[src/rtl/mem_arb_pkg.sv]
// Shared types and constants for the two-cache main-memory arbiter.
package mem_arb_pkg;

    localparam int ADDR_W = 28;
    localparam int DATA_W = 128;

    typedef enum logic [1:0] {
        IDLE    = 2'd0,
        BUSY_I  = 2'd1,
        BUSY_D  = 2'd2,
        RELEASE = 2'd3
    } arb_state_t;

    localparam logic GRANT_I = 1'b0;
    localparam logic GRANT_D = 1'b1;

endpackage

[src/rtl/mem_arbiter_if.sv]
// Bus bundle between icache, dcache, the arbiter and the memory port.
interface mem_arbiter_if;
    import mem_arb_pkg::*;

    logic              i_mem_read;
    logic [ADDR_W-1:0] i_mem_addr;
    logic [DATA_W-1:0] i_mem_rdata;
    logic              i_mem_ready;

    logic              d_mem_read;
    logic              d_mem_write;
    logic [ADDR_W-1:0] d_mem_addr;
    logic [DATA_W-1:0] d_mem_wdata;
    logic [DATA_W-1:0] d_mem_rdata;
    logic              d_mem_ready;

    logic              mem_read;
    logic              mem_write;
    logic [ADDR_W-1:0] mem_addr;
    logic [DATA_W-1:0] mem_wdata;
    logic [DATA_W-1:0] mem_rdata;
    logic              mem_ready;

    // slave: the arbiter's view; master: caches plus memory around it
    modport slave (
        input  i_mem_read, i_mem_addr, d_mem_read, d_mem_write, d_mem_addr,
               d_mem_wdata, mem_rdata, mem_ready,
        output i_mem_rdata, i_mem_ready, d_mem_rdata, d_mem_ready,
               mem_read, mem_write, mem_addr, mem_wdata
    );

    modport master (
        output i_mem_read, i_mem_addr, d_mem_read, d_mem_write, d_mem_addr,
               d_mem_wdata, mem_rdata, mem_ready,
        input  i_mem_rdata, i_mem_ready, d_mem_rdata, d_mem_ready,
               mem_read, mem_write, mem_addr, mem_wdata
    );

endinterface

[src/rtl/mem_arbiter_rr_pick2.sv]
// Two-requester round-robin pick: a tie goes to the side not granted last.
module rr_pick2
    import mem_arb_pkg::*;
(
    input  logic i_req,
    input  logic d_req,
    input  logic last_grant,
    output logic grant_valid,
    output logic grant
);

    always_comb begin
        grant_valid = i_req | d_req;
        grant       = GRANT_I;
        if (i_req && d_req)
            grant = (last_grant == GRANT_D) ? GRANT_I : GRANT_D;
        else if (d_req)
            grant = GRANT_D;
    end

endmodule

[src/rtl/mem_arbiter.sv]
// Shares one memory port between icache and dcache; one latched transaction
// at a time, ready routed only to the granted cache.
module mem_arbiter
    import mem_arb_pkg::*;
(
    input  logic          clk,
    input  logic          proc_reset,
    mem_arbiter_if.slave  bus
);

    arb_state_t        state, state_nxt;
    logic              last_grant;
    logic              grant_valid, grant, take_grant;
    logic              mem_read_q, mem_write_q;
    logic [ADDR_W-1:0] mem_addr_q;
    logic [DATA_W-1:0] mem_wdata_q;

    rr_pick2 u_pick (
        .i_req       (bus.i_mem_read),
        .d_req       (bus.d_mem_read | bus.d_mem_write),
        .last_grant  (last_grant),
        .grant_valid (grant_valid),
        .grant       (grant)
    );

    always_comb begin
        state_nxt  = state;
        take_grant = 1'b0;
        case (state)
            IDLE: begin
                if (grant_valid) begin
                    take_grant = 1'b1;
                    state_nxt  = (grant == GRANT_I) ? BUSY_I : BUSY_D;
                end
            end
            BUSY_I, BUSY_D: begin
                if (bus.mem_ready)
                    state_nxt = RELEASE;
            end
            RELEASE: state_nxt = IDLE;
            default: state_nxt = IDLE;
        endcase
    end

    always_ff @(posedge clk) begin
        if (proc_reset) begin
            state       <= IDLE;
            last_grant  <= GRANT_D;
            mem_read_q  <= 1'b0;
            mem_write_q <= 1'b0;
            mem_addr_q  <= '0;
            mem_wdata_q <= '0;
        end else begin
            state <= state_nxt;
            if (take_grant) begin
                last_grant  <= grant;
                mem_addr_q  <= (grant == GRANT_D) ? bus.d_mem_addr : bus.i_mem_addr;
                // a dcache write wins over a simultaneous dcache read
                mem_read_q  <= (grant == GRANT_I) | ~bus.d_mem_write;
                mem_write_q <= (grant == GRANT_D) & bus.d_mem_write;
                if (grant == GRANT_D)
                    mem_wdata_q <= bus.d_mem_wdata;
            end else if (state_nxt == RELEASE) begin
                mem_read_q  <= 1'b0;
                mem_write_q <= 1'b0;
            end
        end
    end

    assign bus.mem_read    = mem_read_q;
    assign bus.mem_write   = mem_write_q;
    assign bus.mem_addr    = mem_addr_q;
    assign bus.mem_wdata   = mem_wdata_q;
    assign bus.i_mem_ready = bus.mem_ready & (state == BUSY_I);
    assign bus.d_mem_ready = bus.mem_ready & (state == BUSY_D);
    assign bus.i_mem_rdata = bus.mem_rdata;
    assign bus.d_mem_rdata = bus.mem_rdata;

endmodule

[src/flat_wrapper.sv]
// flat-port wrapper written by rule: the top's interface ports become plain ports
module mem_arbiter_flat import mem_arb_pkg::*;
  (clk, proc_reset, bus_i_mem_read, bus_i_mem_addr, bus_d_mem_read, bus_d_mem_write, bus_d_mem_addr, bus_d_mem_wdata, bus_mem_rdata, bus_mem_ready, bus_i_mem_rdata, bus_i_mem_ready, bus_d_mem_rdata, bus_d_mem_ready, bus_mem_read, bus_mem_write, bus_mem_addr, bus_mem_wdata);
  mem_arbiter_if bus_i ();
  input  logic clk;
  input  logic proc_reset;
  input wire logic [$bits(bus_i.i_mem_read)-1:0] bus_i_mem_read;
  input wire logic [$bits(bus_i.i_mem_addr)-1:0] bus_i_mem_addr;
  input wire logic [$bits(bus_i.d_mem_read)-1:0] bus_d_mem_read;
  input wire logic [$bits(bus_i.d_mem_write)-1:0] bus_d_mem_write;
  input wire logic [$bits(bus_i.d_mem_addr)-1:0] bus_d_mem_addr;
  input wire logic [$bits(bus_i.d_mem_wdata)-1:0] bus_d_mem_wdata;
  input wire logic [$bits(bus_i.mem_rdata)-1:0] bus_mem_rdata;
  input wire logic [$bits(bus_i.mem_ready)-1:0] bus_mem_ready;
  output wire logic [$bits(bus_i.i_mem_rdata)-1:0] bus_i_mem_rdata;
  output wire logic [$bits(bus_i.i_mem_ready)-1:0] bus_i_mem_ready;
  output wire logic [$bits(bus_i.d_mem_rdata)-1:0] bus_d_mem_rdata;
  output wire logic [$bits(bus_i.d_mem_ready)-1:0] bus_d_mem_ready;
  output wire logic [$bits(bus_i.mem_read)-1:0] bus_mem_read;
  output wire logic [$bits(bus_i.mem_write)-1:0] bus_mem_write;
  output wire logic [$bits(bus_i.mem_addr)-1:0] bus_mem_addr;
  output wire logic [$bits(bus_i.mem_wdata)-1:0] bus_mem_wdata;
  assign bus_i.i_mem_read = bus_i_mem_read;
  assign bus_i.i_mem_addr = bus_i_mem_addr;
  assign bus_i.d_mem_read = bus_d_mem_read;
  assign bus_i.d_mem_write = bus_d_mem_write;
  assign bus_i.d_mem_addr = bus_d_mem_addr;
  assign bus_i.d_mem_wdata = bus_d_mem_wdata;
  assign bus_i.mem_rdata = bus_mem_rdata;
  assign bus_i.mem_ready = bus_mem_ready;
  assign bus_i_mem_rdata = bus_i.i_mem_rdata;
  assign bus_i_mem_ready = bus_i.i_mem_ready;
  assign bus_d_mem_rdata = bus_i.d_mem_rdata;
  assign bus_d_mem_ready = bus_i.d_mem_ready;
  assign bus_mem_read = bus_i.mem_read;
  assign bus_mem_write = bus_i.mem_write;
  assign bus_mem_addr = bus_i.mem_addr;
  assign bus_mem_wdata = bus_i.mem_wdata;
  mem_arbiter u_core (.clk(clk), .proc_reset(proc_reset), .bus(bus_i));
endmodule
[config.mk]
export PLATFORM = sky130hd
export DESIGN_NAME = mem_arbiter_flat
export DESIGN_NICKNAME = d
export VERILOG_FILES = /design/src/rtl/mem_arb_pkg.sv /design/src/rtl/mem_arbiter_if.sv /design/src/rtl/mem_arbiter_rr_pick2.sv /design/src/rtl/mem_arbiter.sv /design/src/flat_wrapper.sv
export SDC_FILE = /design/constraint.sdc
export NUM_CORES = 1
export LEC_CHECK = 0
export BUFFER_PORTS_ARGS = -buffer_cell sky130_fd_sc_hd__buf_2
export CAP_MARGIN = 20
export CORE_AREA = 8 8 278 280
export DETAILED_ROUTE_END_ITERATION = 10
export DIE_AREA = 0 0 286 288
export GPL_ROUTABILITY_DRIVEN = 0
export PLACE_DENSITY_LB_ADDON = 0.08
export SYNTH_ARGS = -nofsm -noshare
export SYNTH_HDL_FRONTEND = slang
export SYNTH_SLANG_ARGS = --single-unit
[constraint.sdc]
create_clock -name clk -period 1.3 [get_ports clk]
set_input_delay 0.26 -clock clk [delete_from_list [all_inputs] [get_ports clk]]
set_output_delay 0.26 -clock clk [all_outputs]
set_load 0.02 [all_outputs]
==> impl_metrics.json, run 1 <==
{
  "status": "finished, violations left",
  "violations": "setup timing",
  "routed_via_density": 3.37,
  "numCtsBuffers": 17,
  "grt_setup_unrepaired": "yes",
  "timing.fmax_mhz": 610,
  "grt-ovfl-total": 0,
  "synth_adder_area_share": 0.00627,
  "multi_input_area_um2": 4160,
  "post-route-cell-area_um2": 15200,
  "fin_hold_ws_ps": 47.4,
  "place_hpwl_mm": 26.3,
  "final_layout_size_suffix_gt1_frac": 0.721,
  "postSynthCellCount": 1008,
  "hold_class": "primary input to flop",
  "numPortBuffers": 349,
  "vias": 7809,
  "main_combinational_cell_family_by_area_after_synthesis": "buffers and inverters",
  "worst_skew_pair.late_latency_ps": 480,
  "cts_num_sinks": 161,
  "routed_wirelength_mm": 40.8,
  "maxSlewHeadroom": 0.774,
  "worstPathRequired_ps": 1040,
  "drt_first_iter_violations": 164,
  "synthesis.area_um2": 7990,
  "gr-usage-all-layers": 0.0931,
  "max_slew.worst_pin.slew_ps": 337,
  "via_count_of_the_first_global_routing_pass": 8199,
  "synth.distinct_cells": 26,
  "rows": 99,
  "cts-root-buf": "sky130_fd_sc_hd__clkbuf_16",
  "final_nets": 1669,
  "placed_cells": 2062,
  "worst_vdd_ir_mv": 0.562,
  "worst_ep_arrival_time_ps": 1380,
  "initial_core_util": 0.110,
  "timing.final.crit_share": 1.26,
  "grt_start_max_net_pins": 43,
  "final_critical_path_setup_slack_ps": -339,
  "wl_per_cell_um": 17.6,
  "dp_slack_ps": -240,
  "synthSimpleGateAreaFrac": 0.171,
  "num_antenna_cells": 0,
  "die-height_um": 288,
  "min_to": "u_core.bus.mem_addr[4]",
  "layout.cells.most_common_list": "sky130_fd_sc_hd__buf_2, sky130_fd_sc_hd__buf_4, sky130_fd_sc_hd__nand2_1",
  "layout_commonest_cell": "sky130_fd_sc_hd__buf_2",
  "synth.mux.area_fraction": 0.00125,
  "start_kind": "flop",
  "path_clk_slew_ps": 80,
  "cts_max_level": 4,
  "ios": 734,
  "dpl_cell_area_um2": 9420,
  "worstPathMaxFanout": 2,
  "max-clock-path-buffers": 2,
  "post_syn_nets": 1330,
  "antenna_violations_before_repair": 4,
  "reg2regPathDepth": 8,
  "syn_avg_cell_area_um2": 7.92,
  "synth_seq_cells": 161,
  "timing.final.hold_violations": 0,
  "setup_viol_count_final": 163,
  "timing.max_cap.violations": 0,
  "layout.area.seq_um2": 3390,
  "finalCriticalPeriod_ps": 1640,
  "synth-warning-count": 0,
  "drv_slew": 0,
  "grt_first_pass_wirelength_mm": 56.8,
  "crit-reg2reg-launch": "u_core.state[1]",
  "critPathKind": "flop to output pin",
  "critical_path.endpoint_type": "output pin",
  "synth-xor-area-share": 0,
  "fillerInstances": 8170,
  "post_layout_nonfiller_instances": 2319,
  "reg2reg_setup_slack_ps": -340,
  "synth_sequential_area_ratio": 0.404,
  "detail_route.drc_violations": 0,
  "antenna_left": 0,
  "core_area_um2": 72600,
  "detail_route.first_pass.iterations": 4,
  "dieArea_um2": 82400,
  "holdCritStartpoint": "bus_d_mem_addr[4]",
  "cellPowerDensity_nw_per_um2": 1750,
  "tritoncts": "done",
  "regToRegEndpoint": "u_core.bus.mem_read",
  "die_width_um": 286,
  "synth_compound_area_frac": 0.129,
  "leakage_nw": 6.57,
  "worst_setup_path_startpoint": "u_core.state[1]",
  "hold-path-cell-count": 3,
  "clock_skews_ps": 14.8,
  "flow.area_growth_from_synthesis_pct": 90.7
}
cells in the mapped netlist, drive strengths merged:
library cell	number	area share
o21ai	3	0.0019
ha	4	0.0063
a21oi	130	0.081
clkbuf	19	0.0089
nor3	2	0.0019
buf	295	0.28
o2bb2ai	1	0.0019
a2bb2oi	1	0.0019
dfxtp	161	0.40
a31oi	1	0.00078
a311oi	28	0.038
mux2i	1	0.0013
and2	2	0.0016
nor4	1	0.00078
nor2	34	0.017
a221o	1	0.0013
nor2b	2	0.0016
inv	4	0.0019
a211oi	2	0.0019
nand2	316	0.15
state kept, by name (all words and copies together) (netlist names):
name	count
u_core.state	2
u_core.last_grant	1
u_core.bus.mem_write	1
u_core.bus.mem_wdata	128
u_core.bus.mem_read	1
u_core.bus.mem_addr	28
area by class of cell:
type,instances,area share
Clock buffer,18,0.0288
Clock inverter,14,0.0117
Inverter,4,0.00115
Multi-Input combinational cell,529,0.273
Sequential cell,161,0.223
Tap cell,959,0.0788
Timing Repair Buffer,634,0.384
critical path, stage by stage, from the launching register on:
cell and delay, ps:
sky130_fd_sc_hd__dfxtp_2 340, sky130_fd_sc_hd__inv_2 50, sky130_fd_sc_hd__buf_6 110, sky130_fd_sc_hd__ha_4 150, sky130_fd_sc_hd__and2_4 130, sky130_fd_sc_hd__buf_6 130
logic make-up (layout without fill, tap and decap cells):
family | after synthesis | after routing
AO/OA/AOI/OAI | 167 | 167
buffers and inverters | 318 | 670
flip-flops | 161 | 161
adder cells (fa/ha/maj) | 4 | 4
multiplexers | 1 | 1
AND/OR/NAND/NOR | 357 | 357
power breakdown:
group	total, mW	switching [mW]	internal [mW]
registers	6.74	0.677	6.06
clock network	5.73	2.62	3.11
logic	14.2	7.05	7.19
worst max-delay path by stage:
stage / end / cells after the start
2_1_floorplan: u_core.bus.mem_write / 6
3_3_place_gp: u_core.bus.mem_wdata[41] / 8
3_5_place_dp: u_core.bus.mem_wdata[3] / 8
4_1_cts: bus_i_mem_ready / 5
5_1_grt: u_core.bus.mem_read / 8
6_report: bus_i_mem_ready / 5
through the flow:
step | setup TNS [ps] | total power, mW | util
after floorplan | -2170 | 11.8 | -
after global placement | -23580 | 14.0 | 0.130
after detailed placement | -29300 | 14.0 | 0.130
after CTS | -49590 | 24.2 | 0.176
after global routing | -49620 | 28.4 | 0.210
final | -35900 | 26.7 | 0.210
per-layer routing:
metal  vias to the layer above  part of all wire  wire, µm  track usage
met2                       390              0.47     19200        0.148
met3                        76             0.098      4010       0.0518
met5                         -            0.0024       100      0.00416
met4                        10             0.028      1140       0.0349
met1                      3664              0.40     16400        0.103
li1                       3669                 -         -            -
timing repair:
action                                 in CTS  in global routing
resized for setup                          90                793
cloned                                     25                  8
setup endpoints to repair                 271                315
hold buffers                              136                  0
pin swaps                                  46                227
setup buffers                              30                 47
endpoints found under the hold margin     133                  0
Note: power is estimated with default switching activity, not from simulation.
==> run 2, diff against run 1 <==
--- a/config.mk
+++ b/config.mk
@@ -7,9 +7,11 @@
 export LEC_CHECK = 0
 export BUFFER_PORTS_ARGS = -buffer_cell sky130_fd_sc_hd__buf_2
 export CAP_MARGIN = 20
-export CORE_AREA = 8 8 278 280
+export CELL_PAD_IN_SITES_DETAIL_PLACEMENT = 0
+export CELL_PAD_IN_SITES_GLOBAL_PLACEMENT = 1
+export CORE_AREA = 8 8 281 283
 export DETAILED_ROUTE_END_ITERATION = 10
-export DIE_AREA = 0 0 286 288
+export DIE_AREA = 0 0 289 291
 export GPL_ROUTABILITY_DRIVEN = 0
 export PLACE_DENSITY_LB_ADDON = 0.08
 export SYNTH_ARGS = -nofsm -noshare
==> run 2 against run 1 <==
Net effect: flip-flop and latch count stayed put; sequential share of layout area hardly changed; wire length is 4.0% higher; sequential power is 2% lower; via count is 1.7% lower; global-route usage is 0.38 points higher; final area is 2.7% lower; count of clock-buffer cells in the layout stayed put; the run still ends with setup timing left; setup slack worse by 76 ps; combinational power hardly changed; utilization is 1.2 points lower; critical path depth is 1 higher; largest power group unchanged.
==> impl_metrics.json, run 2 (synthesis results as in run 1) <==
{
  "dpl_cell_area_um2": 9250,
  "antenna_left": 0,
  "sum_neg_setup_slack_ps": -51540,
  "drv_slew": 0,
  "numCtsBuffers": 17,
  "worst_ep_arrival_time_ps": 1450,
  "cts-root-buf": "sky130_fd_sc_hd__clkbuf_16",
  "path_clk_slew_ps": 80,
  "detail_route.drc_violations": 0,
  "fillerInstances": 8396,
  "timing.final.hold_violations": 0,
  "overall_power_mw": 26.5,
  "die-height_um": 291,
  "grt-ovfl-total": 0,
  "layout.cells.most_common_list": "sky130_fd_sc_hd__buf_2, sky130_fd_sc_hd__nand2_1, sky130_fd_sc_hd__dlygate4sd3_1",
  "timing.fmax_mhz": 583,
  "path_delay_family": "buffers and inverters",
  "flow.area_growth_from_synthesis_pct": 85.6,
  "final_layout_size_suffix_gt1_frac": 0.621,
  "final_critical_path_setup_slack_ps": -415,
  "max-clock-path-buffers": 2,
  "cpPeakStageDelay_ps": 330,
  "max_slew.worst_pin.slew_ps": 366,
  "drt_first_iter_violations": 140,
  "critPathKind": "flop to output pin",
  "post-route-cell-area_um2": 14800,
  "antenna_violations_before_repair": 2,
  "cellPowerDensity_nw_per_um2": 1790,
  "placed_cells": 2072,
  "fin_hold_ws_ps": 54.9,
  "routed_via_density": 3.29,
  "rows": 101,
  "wl_per_cell_um": 18.2,
  "cts_max_level": 4,
  "via_count_of_the_first_global_routing_pass": 8142,
  "multi_input_area_um2": 3780,
  "timing.critical_path.slowest_stage_cell": "sky130_fd_sc_hd__dfxtp_2",
  "leakage_nw": 6.30,
  "cts_num_sinks": 161,
  "place_hpwl_mm": 27.0,
  "largest_reg_flops": 128,
  "ios": 734,
  "worstPathRequired_ps": 1040,
  "die_width_um": 289,
  "hold_class": "primary input to flop",
  "critical_path.endpoint_type": "output pin",
  "layout.area.seq_um2": 3300,
  "initial_core_util": 0.107,
  "worstPathMaxFanout": 2,
  "status": "finished, violations left",
  "start_kind": "flop",
  "violations": "setup timing",
  "timing.max_cap.violations": 0,
  "worst_skew_pair.late_latency_ps": 470,
  "dieArea_um2": 84100,
  "gr-usage-all-layers": 0.0969,
  "cell_by_cell_listing_of_the_critical_path": "inv_2 -> buf_6 -> buf_6 -> ha_4 -> and2_4 -> buf_6",
  "grt_setup_unrepaired": "yes",
  "post_layout_nonfiller_instances": 2331,
  "core_area_um2": 74800,
  "setup_viol_count_final": 163,
  "numPortBuffers": 349,
  "layout_commonest_cell": "sky130_fd_sc_hd__buf_2",
  "detail_route.first_pass.iterations": 4,
  "routed_wirelength_mm": 42.4,
  "worstPathBufferInverterCount": 4,
  "final_nets": 1661,
  "maxSlewHeadroom": 0.756,
  "postLayoutCoreUtil": 0.198,
  "vias": 7677,
  "worst_vdd_ir_mv": 0.783,
  "timing.critical_path.mode_cell": "sky130_fd_sc_hd__buf_6",
  "grt_start_max_net_pins": 46,
  "timing.final.crit_share": 1.32,
  "tritoncts": "done",
  "grt_first_pass_wirelength_mm": 59.0,
  "finalCriticalPeriod_ps": 1710,
  "dp_slack_ps": -279,
  "clock_skews_ps": 10.3
}
-- run 2: cell types whose count changed in the layout (fill, tap and decap cells not counted), moves of 6 or more --
cell	before	now
sky130_fd_sc_hd__dfxtp_1	49	106
sky130_fd_sc_hd__dfxtp_2	101	53
sky130_fd_sc_hd__nand2_1	161	204
sky130_fd_sc_hd__nand2_4	112	70
sky130_fd_sc_hd__buf_4	171	138
sky130_fd_sc_hd__a21oi_1	8	32
sky130_fd_sc_hd__a21oi_2	122	98
sky130_fd_sc_hd__buf_2	195	206
sky130_fd_sc_hd__dfxtp_4	11	2
sky130_fd_sc_hd__dlygate4sd3_1	136	143
sky130_fd_sc_hd__buf_16	18	24
-- run 2: tightest hold or removal path, delay by kind of cell --
family,cells,cell delay [ps]
simple gates,1,60
compound gates,1,40
buf+inv,1,120
-- run 2: where the power goes --
part	switching (mW)	leakage, nW	internal [mW]
clock network	2.61	0.276	2.86
registers	0.629	1.34	5.98
logic	6.95	4.67	7.51
total	10.2	6.30	16.4
-- run 2: path summary, 6_finish.rpt --
kind / startpoint / endpoint / slack [ps] / depth (start not counted)
setup reg to reg: u_core.state[0] / u_core.bus.mem_addr[15] / -410 / 12
hold reg to reg: u_core.bus.mem_wdata[82] / u_core.bus.mem_wdata[82] / 450 / 2
hold / removal: bus_d_mem_wdata[127] / u_core.bus.mem_wdata[127] / 50 / 3
setup / recovery: u_core.state[0] / bus_d_mem_ready / -410 / 6
-- run 2: routing by layer --
metal | part of all wire | wire length (µm) | global-route usage
met5 | 0.0014 | 61 | 0.00416
met4 | 0.025 | 1070 | 0.0364
met3 | 0.10 | 4380 | 0.0515
met2 | 0.46 | 19700 | 0.152
met1 | 0.41 | 17300 | 0.110
-- run 2: cell type report --
type / instances / area share
clock buffer: 18 / 0.0289
clock inverter: 14 / 0.0105
timing repair buffer: 626 / 0.400
multi-input combinational: 529 / 0.255
inverter: 4 / 0.00118
sequential: 161 / 0.222
antenna: 1 / 0.000169
tap: 978 / 0.0825
-- run 2: repair_timing --
action	in CTS	in global routing
resized for setup	317	370
endpoints found under the setup margin	286	217
setup buffers	49	19
hold buffers	143	0
cloned	30	5
hold endpoints to repair	137	0
pin swaps	37	164
==> run 3, diff against run 2 <==
--- a/config.mk
+++ b/config.mk
@@ -13,6 +13,7 @@
 export DETAILED_ROUTE_END_ITERATION = 10
 export DIE_AREA = 0 0 289 291
 export GPL_ROUTABILITY_DRIVEN = 0
+export HOLD_SLACK_MARGIN = 0.06
 export PLACE_DENSITY_LB_ADDON = 0.08
 export SYNTH_ARGS = -nofsm -noshare
 export SYNTH_HDL_FRONTEND = slang
==> run 3 against run 2 <==
Net effect: the flow still finishes with violations (setup timing); setup slack about the same; total power grew 0.44%; critical path depth unchanged; cell count rose by 1.8%; sequential share of layout area shrank 0.61 points; largest power group unchanged; highest routed layer unchanged.
==> impl_metrics.json, run 3 (synthesis results as in run 1) <==
{
  "cellPowerDensity_nw_per_um2": 1750,
  "worst_vdd_ir_mv": 0.784,
  "fin_hold_ws_ps": 110,
  "max_slew.worst_pin.slew_ps": 366,
  "numPortBuffers": 349,
  "sum_neg_setup_slack_ps": -51550,
  "dp_slack_ps": -279,
  "final_layout_size_suffix_gt1_frac": 0.603,
  "tritoncts": "done",
  "worst_ep_arrival_time_ps": 1450,
  "via_count_of_the_first_global_routing_pass": 8383,
  "grt_first_pass_wirelength_mm": 59.3,
  "max-clock-path-buffers": 2,
  "timing.max_cap.violations": 0,
  "start_kind": "flop",
  "antenna_violations_before_repair": 2,
  "status": "finished, violations left",
  "hold_class": "primary input to flop",
  "core_area_um2": 74800,
  "routed_via_density": 3.31,
  "worstPathMaxFanout": 2,
  "grt_setup_unrepaired": "yes",
  "cts-root-buf": "sky130_fd_sc_hd__clkbuf_16",
  "flow.area_growth_from_synthesis_pct": 90.8,
  "maxSlewHeadroom": 0.756,
  "routed_wirelength_mm": 42.5,
  "timing.fmax_mhz": 583,
  "worstPathRequired_ps": 1040,
  "leakage_nw": 6.48,
  "cts_max_level": 4,
  "largest_reg_flops": 128,
  "grt_start_max_net_pins": 46,
  "path_clk_slew_ps": 70,
  "clock_skews_ps": 10.5,
  "critical_path.endpoint_type": "output pin",
  "die_width_um": 289,
  "gr-usage-all-layers": 0.0972,
  "critPathKind": "flop to output pin",
  "final_critical_path_setup_slack_ps": -415,
  "die-height_um": 291,
  "post-route-cell-area_um2": 15200,
  "rows": 101,
  "dpl_cell_area_um2": 9250,
  "ios": 734,
  "place_hpwl_mm": 27.0,
  "numCtsBuffers": 17,
  "violations": "setup timing",
  "layout.cells.most_common_list": "sky130_fd_sc_hd__buf_2, sky130_fd_sc_hd__nand2_1, sky130_fd_sc_hd__dlygate4sd3_1",
  "layout_commonest_cell": "sky130_fd_sc_hd__buf_2",
  "wl_per_cell_um": 17.9,
  "initial_core_util": 0.107,
  "finalCriticalPeriod_ps": 1710,
  "drt_first_iter_violations": 143,
  "dieArea_um2": 84100,
  "setup_viol_count_final": 164,
  "detail_route.drc_violations": 0,
  "grt-ovfl-total": 0,
  "detail_route.first_pass.iterations": 4,
  "timing.final.crit_share": 1.32,
  "drv_slew": 0,
  "final_nets": 1702,
  "vias": 7851,
  "timing.final.hold_violations": 0,
  "cts_num_sinks": 161,
  "worst_skew_pair.late_latency_ps": 470,
  "antenna_left": 0
}
-- run 3: changes by cell type in the layout (fill, tap and decap cells not counted) --
cell,before,now
sky130_fd_sc_hd__dlygate4sd3_1,143,183
sky130_fd_sc_hd__a21oi_2,98,97
sky130_fd_sc_hd__a21oi_1,32,33
sky130_fd_sc_hd__nand2_2,41,40
sky130_fd_sc_hd__nand2_4,70,71
sky130_fd_sc_hd__buf_8,11,12
-- run 3: repair_timing --
| item | 4_1_cts | 5_1_grt |
|---|---|---|
| endpoints found under the hold margin | 156 | 0 |
| buffers inserted | 49 | 20 |
| endpoints found under the setup margin | 286 | 217 |
| hold buffers | 183 | 0 |
| gates resized for setup | 317 | 372 |
| gates cloned | 30 | 5 |
| pin swaps | 37 | 164 |
-- run 3: final cells by class --
class,count,area (µm²)
fill,8361,59600
timing repair buffer,667,6340
multi-input combinational,529,3780
sequential,161,3300
tap,978,1220
clock buffer,18,429
clock inverter,14,155
inverter,4,17.5
antenna,1,2.50
-- run 3: worst max-delay path, cell delays in order, from the launching register on --
cell and delay (ps):
sky130_fd_sc_hd__dfxtp_2 330, sky130_fd_sc_hd__inv_2 40, sky130_fd_sc_hd__buf_6 110, sky130_fd_sc_hd__buf_6 110, sky130_fd_sc_hd__ha_4 140, sky130_fd_sc_hd__and2_4 130
sky130_fd_sc_hd__buf_6 130
-- run 3: worst paths after layout --
| kind | depth (start not counted) | slack, ps | start | to |
|---|---|---|---|---|
| min reg2reg | 2 | 450 | u_core.bus.mem_wdata[4] | u_core.bus.mem_wdata[4] |
| max | 6 | -410 | u_core.state[0] | bus_d_mem_ready |
| max reg2reg | 12 | -410 | u_core.state[0] | u_core.bus.mem_addr[15] |
| min | 3 | 110 | bus_i_mem_addr[9] | u_core.bus.mem_addr[9] |
-- run 3: routing by layer --
| metal | up-vias | global-route usage | share of wire |
|---|---|---|---|
| li1 | 3738 | - | - |
| met1 | 3635 | 0.110 | 0.41 |
| met2 | 394 | 0.153 | 0.46 |
| met3 | 80 | 0.0510 | 0.10 |
| met4 | 4 | 0.0364 | 0.025 |
| met5 | - | 0.00416 | 0.0014 |
-- run 3: report_power, final --
| part | switching (mW) | internal (mW) |
|---|---|---|
| logic | 6.95 | 7.62 |
| clock network | 2.61 | 2.86 |
| registers | 0.627 | 5.98 |
-- run 3: per-stage QoR --
| step | std cells | power, mW | utilization |
|---|---|---|---|
| 6_report | 2372 | 26.7 | 0.204 |
| 5_1_grt | 2372 | 28.4 | 0.204 |
| 4_1_cts | 2364 | 25.9 | 0.187 |
| 3_5_place_dp | 2072 | 13.9 | 0.124 |
| 3_3_place_gp | 2072 | 13.9 | 0.124 |
| 2_1_floorplan | 1008 | 11.8 | - |
